[src/rtl/vga_dac_driver.sv]
// vga_dac_driver: VGA timing generator and test-pattern source for current-steering RGB DACs.
// Latency: every output is registered, one pixel clock after the counters hold (h,v).
// Backpressure: none; free-running pixel stream paced only by clk.
//
// Ports:
//   clk, rst_n              pixel clock, asynchronous active-low reset
//   mode[1:0]               pattern select (0 solid, 1 gradient, 2 XOR, 3 animated), taken at frame start
//   colour[3*DAC_BITS-1:0]  solid colour {R,G,B} for mode 0
//   hsync, vsync            sync pulses, asserted level = SYNC_POL
//   hblank, vblank          active-high blanking flags
//   r, g, b / rn, gn, bn    binary DAC codes and their exact complements
//   bthermo                 per-group thermometer lines for the segmented blue DAC, group 0 in LSBs
module vga_dac_driver #(
  parameter int DAC_BITS = 8,
  parameter int SEG_BITS = 2,
  parameter int H_ACTIVE = 640,
  parameter int H_FP     = 16,
  parameter int H_SYNC   = 96,
  parameter int H_BP     = 48,
  parameter int V_ACTIVE = 480,
  parameter int V_FP     = 10,
  parameter int V_SYNC   = 2,
  parameter int V_BP     = 33,
  parameter bit SYNC_POL = 1'b0
) (
  input  logic                                        clk,
  input  logic                                        rst_n,
  input  logic [1:0]                                  mode,
  input  logic [3*DAC_BITS-1:0]                       colour,
  output logic                                        hsync,
  output logic                                        vsync,
  output logic                                        hblank,
  output logic                                        vblank,
  output logic [DAC_BITS-1:0]                         r,
  output logic [DAC_BITS-1:0]                         g,
  output logic [DAC_BITS-1:0]                         b,
  output logic [DAC_BITS-1:0]                         rn,
  output logic [DAC_BITS-1:0]                         gn,
  output logic [DAC_BITS-1:0]                         bn,
  output logic [(DAC_BITS/SEG_BITS)*((1<<SEG_BITS)-1)-1:0] bthermo
);

  localparam int NSEG    = DAC_BITS / SEG_BITS;
  localparam int NLINE   = (1 << SEG_BITS) - 1;
  localparam int TW      = NSEG * NLINE;
  localparam int H_TOTAL = H_ACTIVE + H_FP + H_SYNC + H_BP;
  localparam int V_TOTAL = V_ACTIVE + V_FP + V_SYNC + V_BP;
  // One spare count of headroom so the sync-end boundary never aliases to 0.
  localparam int HW      = $clog2(H_TOTAL + 1);
  localparam int VW      = $clog2(V_TOTAL + 1);

  localparam logic [HW-1:0] H_LAST = HW'(H_TOTAL - 1);
  localparam logic [HW-1:0] H_ACT  = HW'(H_ACTIVE);
  localparam logic [HW-1:0] H_SS   = HW'(H_ACTIVE + H_FP);
  localparam logic [HW-1:0] H_SE   = HW'(H_ACTIVE + H_FP + H_SYNC);
  localparam logic [VW-1:0] V_LAST = VW'(V_TOTAL - 1);
  localparam logic [VW-1:0] V_ACT  = VW'(V_ACTIVE);
  localparam logic [VW-1:0] V_SS   = VW'(V_ACTIVE + V_FP);
  localparam logic [VW-1:0] V_SE   = VW'(V_ACTIVE + V_FP + V_SYNC);

  logic [HW-1:0] h;
  logic [VW-1:0] v;
  logic [7:0]    frame;
  logic [1:0]    mode_sh;

  logic h_last, v_last, frame_start;
  assign h_last      = (h == H_LAST);
  assign v_last      = (v == V_LAST);
  assign frame_start = (h == '0) && (v == '0);

  // Position counters, frame counter and the per-frame mode shadow.
  always_ff @(posedge clk or negedge rst_n) begin
    if (!rst_n) begin
      h       <= '0;
      v       <= '0;
      frame   <= '0;
      mode_sh <= '0;
    end else begin
      h <= h_last ? '0 : h + HW'(1);
      if (h_last) begin
        v <= v_last ? '0 : v + VW'(1);
      end
      if (h_last && v_last) begin
        frame <= frame + 8'd1;
      end
      if (frame_start) begin
        mode_sh <= mode;
      end
    end
  end

  // The first pixel of a frame must already use the freshly sampled mode,
  // so bypass the shadow while it is being loaded.
  logic [1:0] mode_eff;
  assign mode_eff = frame_start ? mode : mode_sh;

  logic hb_n, vb_n, hs_n, vs_n;
  assign hb_n = (h >= H_ACT);
  assign vb_n = (v >= V_ACT);
  assign hs_n = ((h >= H_SS) && (h < H_SE)) ? SYNC_POL : ~SYNC_POL;
  assign vs_n = ((v >= V_SS) && (v < V_SE)) ? SYNC_POL : ~SYNC_POL;

  // Pattern arithmetic is done at DAC width so every result wraps modulo 2^DAC_BITS.
  logic [DAC_BITS-1:0] hc, vc, fc, xc;
  assign hc = DAC_BITS'(h);
  assign vc = DAC_BITS'(v);
  assign fc = DAC_BITS'(frame);
  assign xc = hc ^ vc;

  logic [DAC_BITS-1:0] r_n, g_n, b_n;
  always_comb begin
    r_n = '0;
    g_n = '0;
    b_n = '0;
    case (mode_eff)
      2'd0: {r_n, g_n, b_n} = colour;
      2'd1: begin
        r_n = hc;
        g_n = vc;
        b_n = hc + vc;
      end
      2'd2: begin
        r_n = xc;
        g_n = xc;
        b_n = xc;
      end
      default: begin
        r_n = hc + fc;
        g_n = vc + fc;
        b_n = xc + fc;
      end
    endcase
    if (hb_n || vb_n) begin
      r_n = '0;
      g_n = '0;
      b_n = '0;
    end
  end

  // Thermometer decode is taken from the already-blanked blue code so it
  // stays aligned with b and collapses to zero during blanking.
  logic [TW-1:0] therm_n;
  for (genvar k = 0; k < NSEG; k++) begin : g_seg
    for (genvar j = 1; j <= NLINE; j++) begin : g_line
      assign therm_n[k*NLINE + j - 1] = (b_n[k*SEG_BITS +: SEG_BITS] >= SEG_BITS'(j));
    end
  end

  // Single output register stage: all outputs launch from the same edge.
  always_ff @(posedge clk or negedge rst_n) begin
    if (!rst_n) begin
      hsync   <= ~SYNC_POL;
      vsync   <= ~SYNC_POL;
      hblank  <= 1'b1;
      vblank  <= 1'b1;
      r       <= '0;
      g       <= '0;
      b       <= '0;
      rn      <= '1;
      gn      <= '1;
      bn      <= '1;
      bthermo <= '0;
    end else begin
      hsync   <= hs_n;
      vsync   <= vs_n;
      hblank  <= hb_n;
      vblank  <= vb_n;
      r       <= r_n;
      g       <= g_n;
      b       <= b_n;
      rn      <= ~r_n;
      gn      <= ~g_n;
      bn      <= ~b_n;
      bthermo <= therm_n;
    end
  end

endmodule
[config.mk]
export PLATFORM = sky130hd
export DESIGN_NAME = vga_dac_driver
export DESIGN_NICKNAME = d
export VERILOG_FILES = /design/src/rtl/vga_dac_driver.sv
export SDC_FILE = /design/constraint.sdc
export NUM_CORES = 1
export LEC_CHECK = 0
export BUFFER_PORTS_ARGS = -buffer_cell sky130_fd_sc_hd__buf_2
export CORE_MARGIN = 4
export CORE_UTILIZATION = 57
export CTS_CLUSTER_SIZE = 10
export DETAILED_ROUTE_END_ITERATION = 12
export PLACE_DENSITY = 0.8
export SETUP_SLACK_MARGIN = 0.2
export SLEW_MARGIN = 20
export SYNTH_ARGS = -nofsm -noshare
export SYNTH_HDL_FRONTEND = slang
export SYNTH_SLANG_ARGS = --single-unit
[constraint.sdc]
create_clock -name clk -period 3.34 [get_ports clk]
set_clock_uncertainty 0.05 [all_clocks]
set_input_delay 0.334 -clock clk [delete_from_list [all_inputs] [get_ports clk]]
set_output_delay 0.334 -clock clk [all_outputs]
set_load 0.02 [all_outputs]
==> parameters.txt, run 1 <==
Parameter                              Value

Layout
  NumNets Final    between 600 and 700
  Antenna diode count    0
  Fillcell total    751
  Area overhead of the layout relative to synthesis    14.26%
  Post-route standard cell area excluding fillers    0.006185 sq mm
  Final cell utilization of the core    66.93%
  Ratio of cells with drive above 1 in the final layout    29.57%

CTS
  H-tree Lvls    3
  TritonCTS clock tree    done
  Master cell of the clock root buffer    clkbuf_8
  Post CTS Setup Buffer Count    0
  Number of buffers created by CTS    9
  Sink Count    92
  Buffer levels on the longest clock path    2
  Source-to-sink clock delay at the later pin of the worst-skew pair    0.37 ns
  CTS clk-pin slew, worst paths    roughly 0.1 ns

Logic synthesis
  Synthesized area divided by synthesized cell count    10.16 sq um
  Count of unique library cells instantiated by Yosys    73
  Commonest cells in the netlist    dfrtp_1, nor2_1, nand2_1
  Largest area contributor in the netlist    dfrtp_1
  Share of synthesized flip-flops with an asynchronous set or reset    100.0%
  Most used standard cell by instance count after synthesis    dfrtp_1
  Post-synthesis instance area    0.005413 sq mm
  Net count of the mapped netlist    597
  Number of standard cells after synthesis    533
  Synth Register Bits    92
  Seq/Total Area, Yosys    43.18%
  Biggest area contributors in the synthesized netlist    dfrtp_1, dfstp_2, ha_1, nor2_1, xnor2_1
  Number of flops mapped to enable cells by yosys    0
  Syn. warnings    0
  Post-synth top area share    29.59%
  Dominant synthesized flop cell    dfrtp_1

Floorplanning
  Die boundary height    105.4 um
  Die width    105.4 um
  IO Pins    a little over 90
  Placeable core area    0.009240 sq mm
  Rows    35
  Die Area    between 0.01 and 0.015 sq mm
  Initial core utilization    58.58%

Setup path
  Worst Path Required    3.58 ns
  Sort of element at the start of the critical path    flip-flop
  Worst setup slack for register-to-register paths    around 0.36 ns
  Crit path capture type    flip-flop
  Crit-path max FO    7
  Worst path arrival time    between 3 and 4 ns
  Kind of critical path    reg2reg

Status
  Status    finished, final reports clean

Detailed routing
  Number of detailed-route iterations in the first pass    5
  DRC Markers    0
  Per-cell routed wire length    about 19 um
  Vias/cell    between 5 and 6
  Wirelength, routed    14.64 mm
  DR iter-0 viols    261
  Final antenna-violating net count    0
  Via count    4427

Placed design
  DP Area    0.005967 sq mm
  Port buffer count    91
  DP HPWL    11.15 mm
  Placer Congestion    0.9461

GRT
  Overflow after GRT    0
  Initial antenna violation count    0
  Maximum number of pins on one net before global-route repair    45
  Wire length of the first global-routing pass    between 20 and 25 mm
  GRT Total Usage    26.78%
  Via count of the first global-routing pass    4408

STA
  Setup violation total in the final timing report    0
  Tightest slew margin relative to the limit    54.59%
  Final worst path period share    89.08%
  Setup repair after global routing missed its margin    false
  Min Clock Period, post-route    2.975 ns
  Post-Route Setup TNS    0 ns
  Hold WS    approximately 0.2 ns
  Number of max-slew violations in the final report    0
  Transition time at the pin with the least slew margin    0.6812 ns
  Peak clock frequency supported by timing    0.3361 GHz
  Total count of hold-check failures in the final report    0

Pwr
  Combinational cell fraction of total power    13.5%
  Seq pwr share    51.8%
  Clock network fraction of design power    34.8%
  PnR Total Power    0.002315 W
  Net Sw Power    0.0006519 W
  PwrDens    about 370 mW/mm^2
  Standby leakage power    approximately 3.0 nW
  Net switching fraction of the power    between 20% and 30%
  Peak supply drop    ~0.25 mV
  Power Internal    0.001664 W

Run
  Max-Cap Viols    0

Min path
  Hold/Removal Path Class    in2reg
-- worst paths after layout --
path	startpoint	end	depth (start not counted)
worst min register to register	v[8]	v[8]	1
worst min-delay path	colour[18]	rn[2]	3
max in group asynchronous	rst_n	gn[4]	3
worst max register to register	h[0]	bthermo[11]	9
worst max-delay path	h[0]	bthermo[11]	9
min in group asynchronous	rst_n	b[6]	2
-- layer usage --
layer	track usage [%]	up-vias	part of all wire, %	wire length [um]
met5	0	-	0	0
met4	9.185	0	2.7	393
met3	6.246	28	7.5	1092
met2	43.26	164	47	6895
met1	35.47	2160	43	6262
li1	-	2075	-	-
-- timing repair --
| action | in CTS | in global routing |
|---|---|---|
| hold endpoints to repair | 9 | 0 |
| hold buffers | 1 | 0 |
| resized for setup | 0 | 0 |
| setup endpoints to repair | 0 | 0 |
-- metrics by stage --
stage,setup WS [ns],cells
6_report,0.3648,758
5_1_grt,0.2019,758
4_1_cts,0.3691,758
3_5_place_dp,0.4030,741
3_3_place_gp,0.5084,741
2_1_floorplan,0.7453,533
-- sequential cells by signal (all words and copies together), names as in the netlist --
name and flops:
gn 8, h 10, vsync 1, hsync 1, bthermo 12, mode_sh 2
fc 8, rn 8, v 10, vblank 1, bn 8, r 8
hblank 1, b 6, g 8
-- layout by cell type, fill, tap and decap left out, types with 3 or more instances in the layout --
master / netlist / final
nor2_1: 50 / 50
dfstp_2: 28 / 28
o21ai_0: 20 / 20
o22ai_1: 7 / 7
a211o_1: 4 / 4
buf_2: 6 / 90
o21ai_1: 8 / 8
o31ai_1: 3 / 3
nor3_1: 12 / 12
a21oi_1: 23 / 23
buf_4: 3 / 18
a21o_1: 9 / 9
mux2_2: 5 / 5
nor2b_1: 4 / 4
xnor2_1: 20 / 20
o221ai_2: 3 / 3
inv_1: 24 / 24
o2111ai_1: 8 / 8
and3_1: 11 / 11
dfrtp_1: 64 / 64
clkinv_4: 1 / 3
nand3_1: 17 / 17
or3_1: 8 / 8
and2_1: 5 / 5
nand4_1: 9 / 9
clkbuf_8: 0 / 10
o211ai_1: 3 / 3
or2_2: 5 / 5
fa_1: 4 / 4
ha_1: 32 / 32
xor2_1: 20 / 20
nand2_1: 45 / 45
o21a_1: 3 / 3
o2111a_1: 8 / 8
-- cell type report --
cell class	count	area (sq um)	area share, %
repair buffers	109	595.6	9.630
inverters	26	105.1	1.699
flip-flops and latches	92	2337	37.79
clock buffers	10	137.6	2.225
clock inverters	6	70.07	1.133
multi-input cells	386	2778	44.91
well taps	129	161.4	2.610
-- critical path: stages, from the launching register on --
cell and delay (ns):
dfrtp_1 0.47, ha_1 0.37, ha_1 0.22, fa_1 0.41, a221oi_1 0.43, o31ai_1 0.16, xor2_1 0.15, o21ai_0 0.09
a221o_1 0.40, nor2_1 0.14
-- cells by family (layout without fill, tap and decap cells) --
family                   Yosys count  count (layout)  synth area share (%)
AND/OR/NAND/NOR                  182             182                 17.48
AO/OA/AOI/OAI                    120             120                 16.67
flip-flops                        92              92                 43.18
buffers and inverters             55             151                 5.502
XOR/XNOR                          40              40                 6.473
adder cells (fa/ha/maj)           36              36                 8.877
multiplexers                       8               8                 1.826
-- power groups by stage --
| stage | Combinational [W] | Clock [W] | Sequential, W |
|---|---|---|---|
| global placement | 0.000310 | 0 | 0.00122 |
| floorplan | 0.000111 | 0 | 0.00130 |
| global route | 0.000336 | 0.000855 | 0.00121 |
| detailed placement | 0.000312 | 0 | 0.00122 |
| CTS | 0.000314 | 0.000812 | 0.00120 |
| finish | 0.000312 | 0.000805 | 0.00120 |
Power figures use the tool's default switching activity.
==> inputs of run 2 (changes only) <==
CELL_PAD_IN_SITES_DETAIL_PLACEMENT = 1   (was default)
CELL_PAD_IN_SITES_GLOBAL_PLACEMENT = 1   (was default)
CORE_UTILIZATION = 44   (was 57)
GPL_ROUTABILITY_DRIVEN = 0   (was default)
PLACE_DENSITY = 0.79   (was 0.8)
==> run 2 against run 1 <==
The run now ends with negative hold slack left. Final cell count is 2.1% higher. Clock-buffer cell count stayed put. First-iteration DRC count is 3.4% lower. Worst hold slack worse by 0.22 ns. Via count is 2.9% higher.
==> parameters.txt, run 2 (synthesis results as in run 1) <==
Parameter                              Value

Setup path
  Worst Path Required    3.58 ns (about the same)
  Worst path arrival time    3.17 ns (-0.05 ns)
  Critical register-to-register path endpoint    bthermo[8]
  Kind of critical path    reg2reg
  Worst setup slack for register-to-register paths    0.41 ns (+0.05 ns)
  Slowest cell on the critical path    dfrtp_1
  Number of buffers and inverters on the critical path    0 (unchanged)
  Crit-path max cell delay    0.47 ns (about the same)
  CP dominant cell by count    ha_1
  Sort of element at the start of the critical path    flip-flop
  Crit path capture type    flip-flop
  Reg2Reg Depth    10 (+1)
  Startpoint of the lowest-slack register-to-register path    v[0]
  Crit-path max FO    7 (unchanged)
  Crit-path leading delay family    adder cells
  Sequence of cells on the critical path    ha_1, ha_1, fa_1, a221oi_2, nor2_1, xnor2_1, o21ai_0, o31ai_1, a211o_2, nor2_2

Status
  Status    finished, violations left
  Violated checks    negative hold slack

Pwr
  Peak supply drop    0.2179 mV (-11%)
  PwrDens    404.4 mW/mm^2 (+8.0%)
  Standby leakage power    3.034 nW (+0.39%)

CTS
  Sink Count    92 (unchanged)
  H-tree Lvls    3 (unchanged)
  TritonCTS clock tree    done
  CTS clk-pin slew, worst paths    0.07 ns (-0.03 ns)
  Number of buffers created by CTS    9 (unchanged)
  Master cell of the clock root buffer    clkbuf_16
  Post-CTS Hold Fix Bufs    0 (-1)
  Buffer levels on the longest clock path    2 (unchanged)
  Source-to-sink clock delay at the later pin of the worst-skew pair    0.36 ns (about the same)

STA
  Setup violation total in the final timing report    0 (unchanged)
  Hold WS    -0.01174 ns (-0.2156 ns)
  Peak clock frequency supported by timing    0.3418 GHz (+1.7%)
  Post-Route Setup TNS    0 ns (unchanged)
  Transition time at the pin with the least slew margin    0.8044 ns (+0.1232 ns)
  Min Clock Period, post-route    2.926 ns (-0.04946 ns)
  Total count of hold-check failures in the final report    3 (+3)
  Final worst path period share    87.60% (-1.5 points)
  Setup repair after global routing missed its margin    false
  Number of max-slew violations in the final report    0 (unchanged)
  Tightest slew margin relative to the limit    46.38% (-8.2 points)

GRT
  GRT Total Usage    24.61% (-2.2 points)
  Overflow after GRT    0 (unchanged)
  Wire length of the first global-routing pass    27.10 mm (+17%)
  Initial antenna violation count    0 (unchanged)
  Maximum number of pins on one net before global-route repair    91 (+100%)
  Via count of the first global-routing pass    5025 (+14%)

Run
  Max-Cap Viols    0 (unchanged)

Floorplanning
  Placeable core area    0.01201 sq mm (+30%)
  Initial core utilization    45.06% (-14 points)
  Die Area    0.01414 sq mm (+27%)
  IO Pins    92 (unchanged)
  Die boundary height    118.9 um (+13%)
  Die width    118.9 um (+13%)
  Rows    40 (+14%)

Layout
  Largest reg by FF count    bthermo
  Area overhead of the layout relative to synthesis    16.30%
  Number of flip-flops under the largest register name    12 (unchanged)
  Most frequent cells in the layout    buf_2, dfrtp_1, nor2_1
  Antenna diode count    0 (unchanged)
  Ratio of cells with drive above 1 in the final layout    30.30% (+0.73 points)
  Post-layout instance count excluding filler cells    774 (+2.1%)
  Commonest non-fill, non-tap cell in the layout    buf_2
  NumNets Final    686 (-0.29%)
  Biggest registers after layout    bthermo (12), h (10), v (10)

Detailed routing
  Vias/cell    5.884 (+0.74%)
  Number of detailed-route iterations in the first pass    5 (unchanged)
  Final antenna-violating net count    0 (unchanged)
  DR iter-0 viols    252 (-3.4%)
  Wirelength, routed    16.61 mm (+13%)
  Via count    4554 (+2.9%)
  Per-cell routed wire length    21.46 um (+11%)
  DRC Markers    0 (unchanged)

Min path
  Hold/Removal Path Class    in2async

Placed design
  Port buffer count    91 (unchanged)
  DP HPWL    12.21 mm (+9.5%)
  Total instance count after detailed placement    757 (+2.2%)
==> run 2: cell types whose count changed in the layout (fill, tap and decap cells not counted), moves of 2 or more <==
cell        before  now
buf_4           18   16
clkbuf_16        0    9
clkbuf_8        10    0
clkinv_4         3    1
clkinvlp_4       0    4
dfrtp_1         64   60
dfrtp_2          0    4
inv_6            2    0
==> run 2: power by group <==
group	leakage (nW)	internal [W]	switching (W)
clock	0.131	0.000578	0.000450
sequential	1.09	0.00119	0.0000173
combinational	1.81	0.000105	0.000209
==> run 2: metal layers <==
metal	track usage (%)	vias up	part of all wire (%)
met2	40.89	169	48
li1	-	2079	-
met3	4.606	42	6.1
met1	30.66	2264	41
met5	0	-	0
met4	12.38	0	4.1
==> run 2: worst max path at each step <==
stage | start | cells after the start | endpoint
2_1_floorplan | h[0] | 9 | bthermo[11]
3_3_place_gp | v[1] | 9 | bthermo[2]
3_5_place_dp | v[1] | 9 | bthermo[2]
4_1_cts | v[1] | 9 | bn[0]
5_1_grt | h[5] | 8 | bn[7]
6_report | v[0] | 10 | bthermo[8]
==> run 2: worst register-to-register path: stages (launching register included) <==
cell,delay (ns)
dfrtp_1,0.47
ha_1,0.37
ha_1,0.24
fa_1,0.42
a221oi_2,0.37
nor2_1,0.12
xnor2_1,0.13
o21ai_0,0.09
o31ai_1,0.11
a211o_2,0.40
nor2_2,0.10
==> run 2: what timing repair did <==
item / CTS / global route
endpoints found under the hold margin: 0 / 0
endpoints found under the setup margin: 0 / 11
setup buffers: 0 / 1
gates resized for setup: 0 / 7
==> run 2: cell type report <==
type,count,area (sq um)
fill,1360,5717
clock inverter,6,65.06
clock buffer,10,229.0
inverter,26,105.1
tap,147,183.9
multi-input combinational,386,2788
timing repair buffer,107,581.8
sequential,92,2342
==> run 2: through the flow <==
stage	area (sq um)	total power, W	worst slack, ns	util, %	hold WS (ns)
3_3_place_gp	5974	0.001525	0.4573	49.74	0.4458
5_1_grt	6295	0.002658	0.2731	52.41	0.06246
3_5_place_dp	5974	0.001535	0.3359	49.74	0.4532
2_1_floorplan	5413	0.001407	0.7453	-	-0.01159
4_1_cts	6269	0.002570	0.2331	52.19	0.1898
6_report	6295	0.002545	0.4143	52.41	-0.01174
==> inputs of run 3 (changes only) <==
RECOVER_POWER = 50   (was default)
==> run 3 against run 2 <==
The flow finishes with violations (max-capacitance violations, max-slew violations). Routed wire length is 0.20% lower. Total power shrank 0.43%. Register-to-register slack about the same. First-iteration DRC count grew 14%. Die area is the same. Design area shrank 0.74%. Critical endpoint unchanged. Fmax grew 0.24%. Sequential share of layout area is 0.28 points higher. Critical path type unchanged. Combinational power fell by 3%. Clock-buffer cell count stayed put. Worst hold slack better by 0.24 ns. Core utilization fell by 0.39 points. Largest power group unchanged.
==> parameters.txt, run 3 (synthesis results as in run 1) <==
Parameter                              Value

STA
  Total count of hold-check failures in the final report    0 (-3)
  Peak clock frequency supported by timing    0.3426 GHz (+0.24%)
  Post-Route Setup TNS    0 ns (unchanged)
  Min Clock Period, post-route    2.919 ns (-0.007145 ns)
  Setup repair after global routing missed its margin    false
  Tightest slew margin relative to the limit    -44.17% (-91 points)
  Number of max-slew violations in the final report    91 (+91)
  Setup slack of the critical path after layout    0.4214 ns (+0.007145 ns)
  Final worst path period share    87.38% (-0.21 points)
  Setup violation total in the final timing report    0 (unchanged)
  Transition time at the pin with the least slew margin    2.162 ns (+1.358 ns)
  Hold WS    0.2284 ns (+0.2401 ns)

Layout
  NumNets Final    686 (unchanged)
  Antenna diode count    0 (unchanged)
  Commonest non-fill, non-tap cell in the layout    buf_2
  Ratio of cells with drive above 1 in the final layout    25.52% (-4.8 points)
  Most frequent cells in the layout    buf_2, dfrtp_1, nor2_1
  Final cell utilization of the core    52.02% (-0.39 points)
  Largest reg by FF count    bthermo
  Area overhead of the layout relative to synthesis    15.44%
  Biggest registers after layout    bthermo (12), h (10), v (10)
  Number of flip-flops under the largest register name    12 (unchanged)

GRT
  Maximum number of pins on one net before global-route repair    91 (unchanged)
  Initial antenna violation count    0 (unchanged)
  GRT Total Usage    24.61% (unchanged)
  Wire length of the first global-routing pass    27.10 mm (unchanged)
  Overflow after GRT    0 (unchanged)
  Via count of the first global-routing pass    5025 (unchanged)

Status
  Status    finished, violations left
  Violated checks    max-capacitance violations, max-slew violations

Floorplanning
  Placeable core area    0.01201 sq mm (unchanged)
  Die Area    0.01414 sq mm (unchanged)
  Die width    118.9 um (unchanged)
  Die boundary height    118.9 um (unchanged)
  IO Pins    92 (unchanged)
  Initial core utilization    45.06% (unchanged)
  Rows    40 (unchanged)

Setup path
  Sort of element at the start of the critical path    flip-flop
  Slowest cell on the critical path    dfrtp_1
  Crit-path leading delay family    adder cells
  Kind of critical path    reg2reg
  Number of buffers and inverters on the critical path    0 (unchanged)
  Worst setup slack for register-to-register paths    0.42 ns (about the same)
  CP dominant cell by count    ha_1
  Worst path arrival time    3.16 ns (about the same)
  Worst Path Required    3.58 ns (about the same)
  Sequence of cells on the critical path    ha_1, ha_1, fa_1, a221oi_2, nor2_1, xnor2_1, o21ai_0, o31ai_1, a211o_2, nor2_2
  Crit-path max cell delay    0.48 ns (about the same)
  Crit-path max FO    7 (unchanged)
  Crit path capture type    flip-flop

Detailed routing
  Final antenna-violating net count    0 (unchanged)
  Via count    4540 (-0.31%)
  Vias/cell    5.866 (-0.31%)
  Wirelength, routed    16.57 mm (-0.20%)
  DR iter-0 viols    288 (+14%)
  Number of detailed-route iterations in the first pass    4 (-1)
  Per-cell routed wire length    21.41 um (-0.20%)
  DRC Markers    0 (unchanged)

CTS
  Sink Count    92 (unchanged)
  Source-to-sink clock delay at the later pin of the worst-skew pair    0.36 ns (about the same)
  CTS clk-pin slew, worst paths    0.07 ns (about the same)
  Master cell of the clock root buffer    clkbuf_16
  H-tree Lvls    3 (unchanged)
  Post-CTS Hold Fix Bufs    0 (unchanged)
  Number of buffers created by CTS    9 (unchanged)
  Buffer levels on the longest clock path    2 (unchanged)
  TritonCTS clock tree    done

Pwr
  PwrDens    405.6 mW/mm^2 (+0.30%)
  Standby leakage power    2.943 nW (-3.0%)
  Peak supply drop    0.2156 mV (-1.0%)

Placed design
  DP HPWL    12.21 mm (unchanged)
  Port buffer count    91 (unchanged)
  Post-Place Setup Slack    0.3359 ns (unchanged)

Min path
  Hold/Removal Path Class    in2reg

Run
  Max-Cap Viols    1 (+1)
==> run 3: changes by cell type in the layout (fill, tap and decap cells not counted), sizes merged <==
| cell | previous run | this run |
|---|---|---|
| buf | 107 | 76 |
| clkbuf | 10 | 41 |
==> run 3: worst paths after layout <==
path                             from    endpoint  cells past startpoint
setup / recovery                 v[0]  bthermo[8]                     10
hold / removal             colour[18]       rn[2]                      3
setup reg to reg                 v[0]  bthermo[8]                     10
hold reg to reg                  v[8]        v[8]                      1
max in group asynchronous       rst_n        v[1]                      1
min in group asynchronous       rst_n  bthermo[7]                      1
==> run 3: layer usage <==
layer	up-vias	share of wire, %	track usage (%)
met5	-	0	0
met4	0	4.1	12.38
met3	37	6.9	4.606
met2	168	49	40.89
met1	2261	40	30.66
li1	2074	-	-
==> run 3: through the flow <==
step,std cells,cell area [sq um],power (W)
after global routing,774,6248,0.002650
after global placement,757,5974,0.001525
after CTS,773,6269,0.002570
final,774,6248,0.002534
after detailed placement,757,5974,0.001535
after floorplan,533,5413,0.001407
==> run 3: layout make-up <==
type / count / area (sq um)
tap: 147 / 183.9
clock inverter: 6 / 65.06
sequential: 92 / 2342
timing repair buffer: 107 / 535.5
inverter: 26 / 105.1
fill: 1370 / 5763
clock buffer: 10 / 229.0
multi-input combinational: 386 / 2788
==> run 3: worst reg2reg max path, stage by stage (launching register included) <==
cell and delay, ns:
dfrtp_1 0.48, ha_1 0.37, ha_1 0.23, fa_1 0.42, a221oi_2 0.35, nor2_1 0.11
xnor2_1 0.13, o21ai_0 0.09, o31ai_1 0.11, a211o_2 0.40, nor2_2 0.10
==> run 3: what timing repair did <==
action / in CTS / in global routing
resized for setup: 0 / 7
setup buffers: 0 / 1
endpoints found under the setup margin: 0 / 11
==> run 3: where the power goes <==
part	leakage [nW]	switching (W)	internal, W
Clock	0.131	0.000447	0.000578
Combinational	1.72	0.000209	0.0000959
Sequential	1.09	0.0000181	0.00119
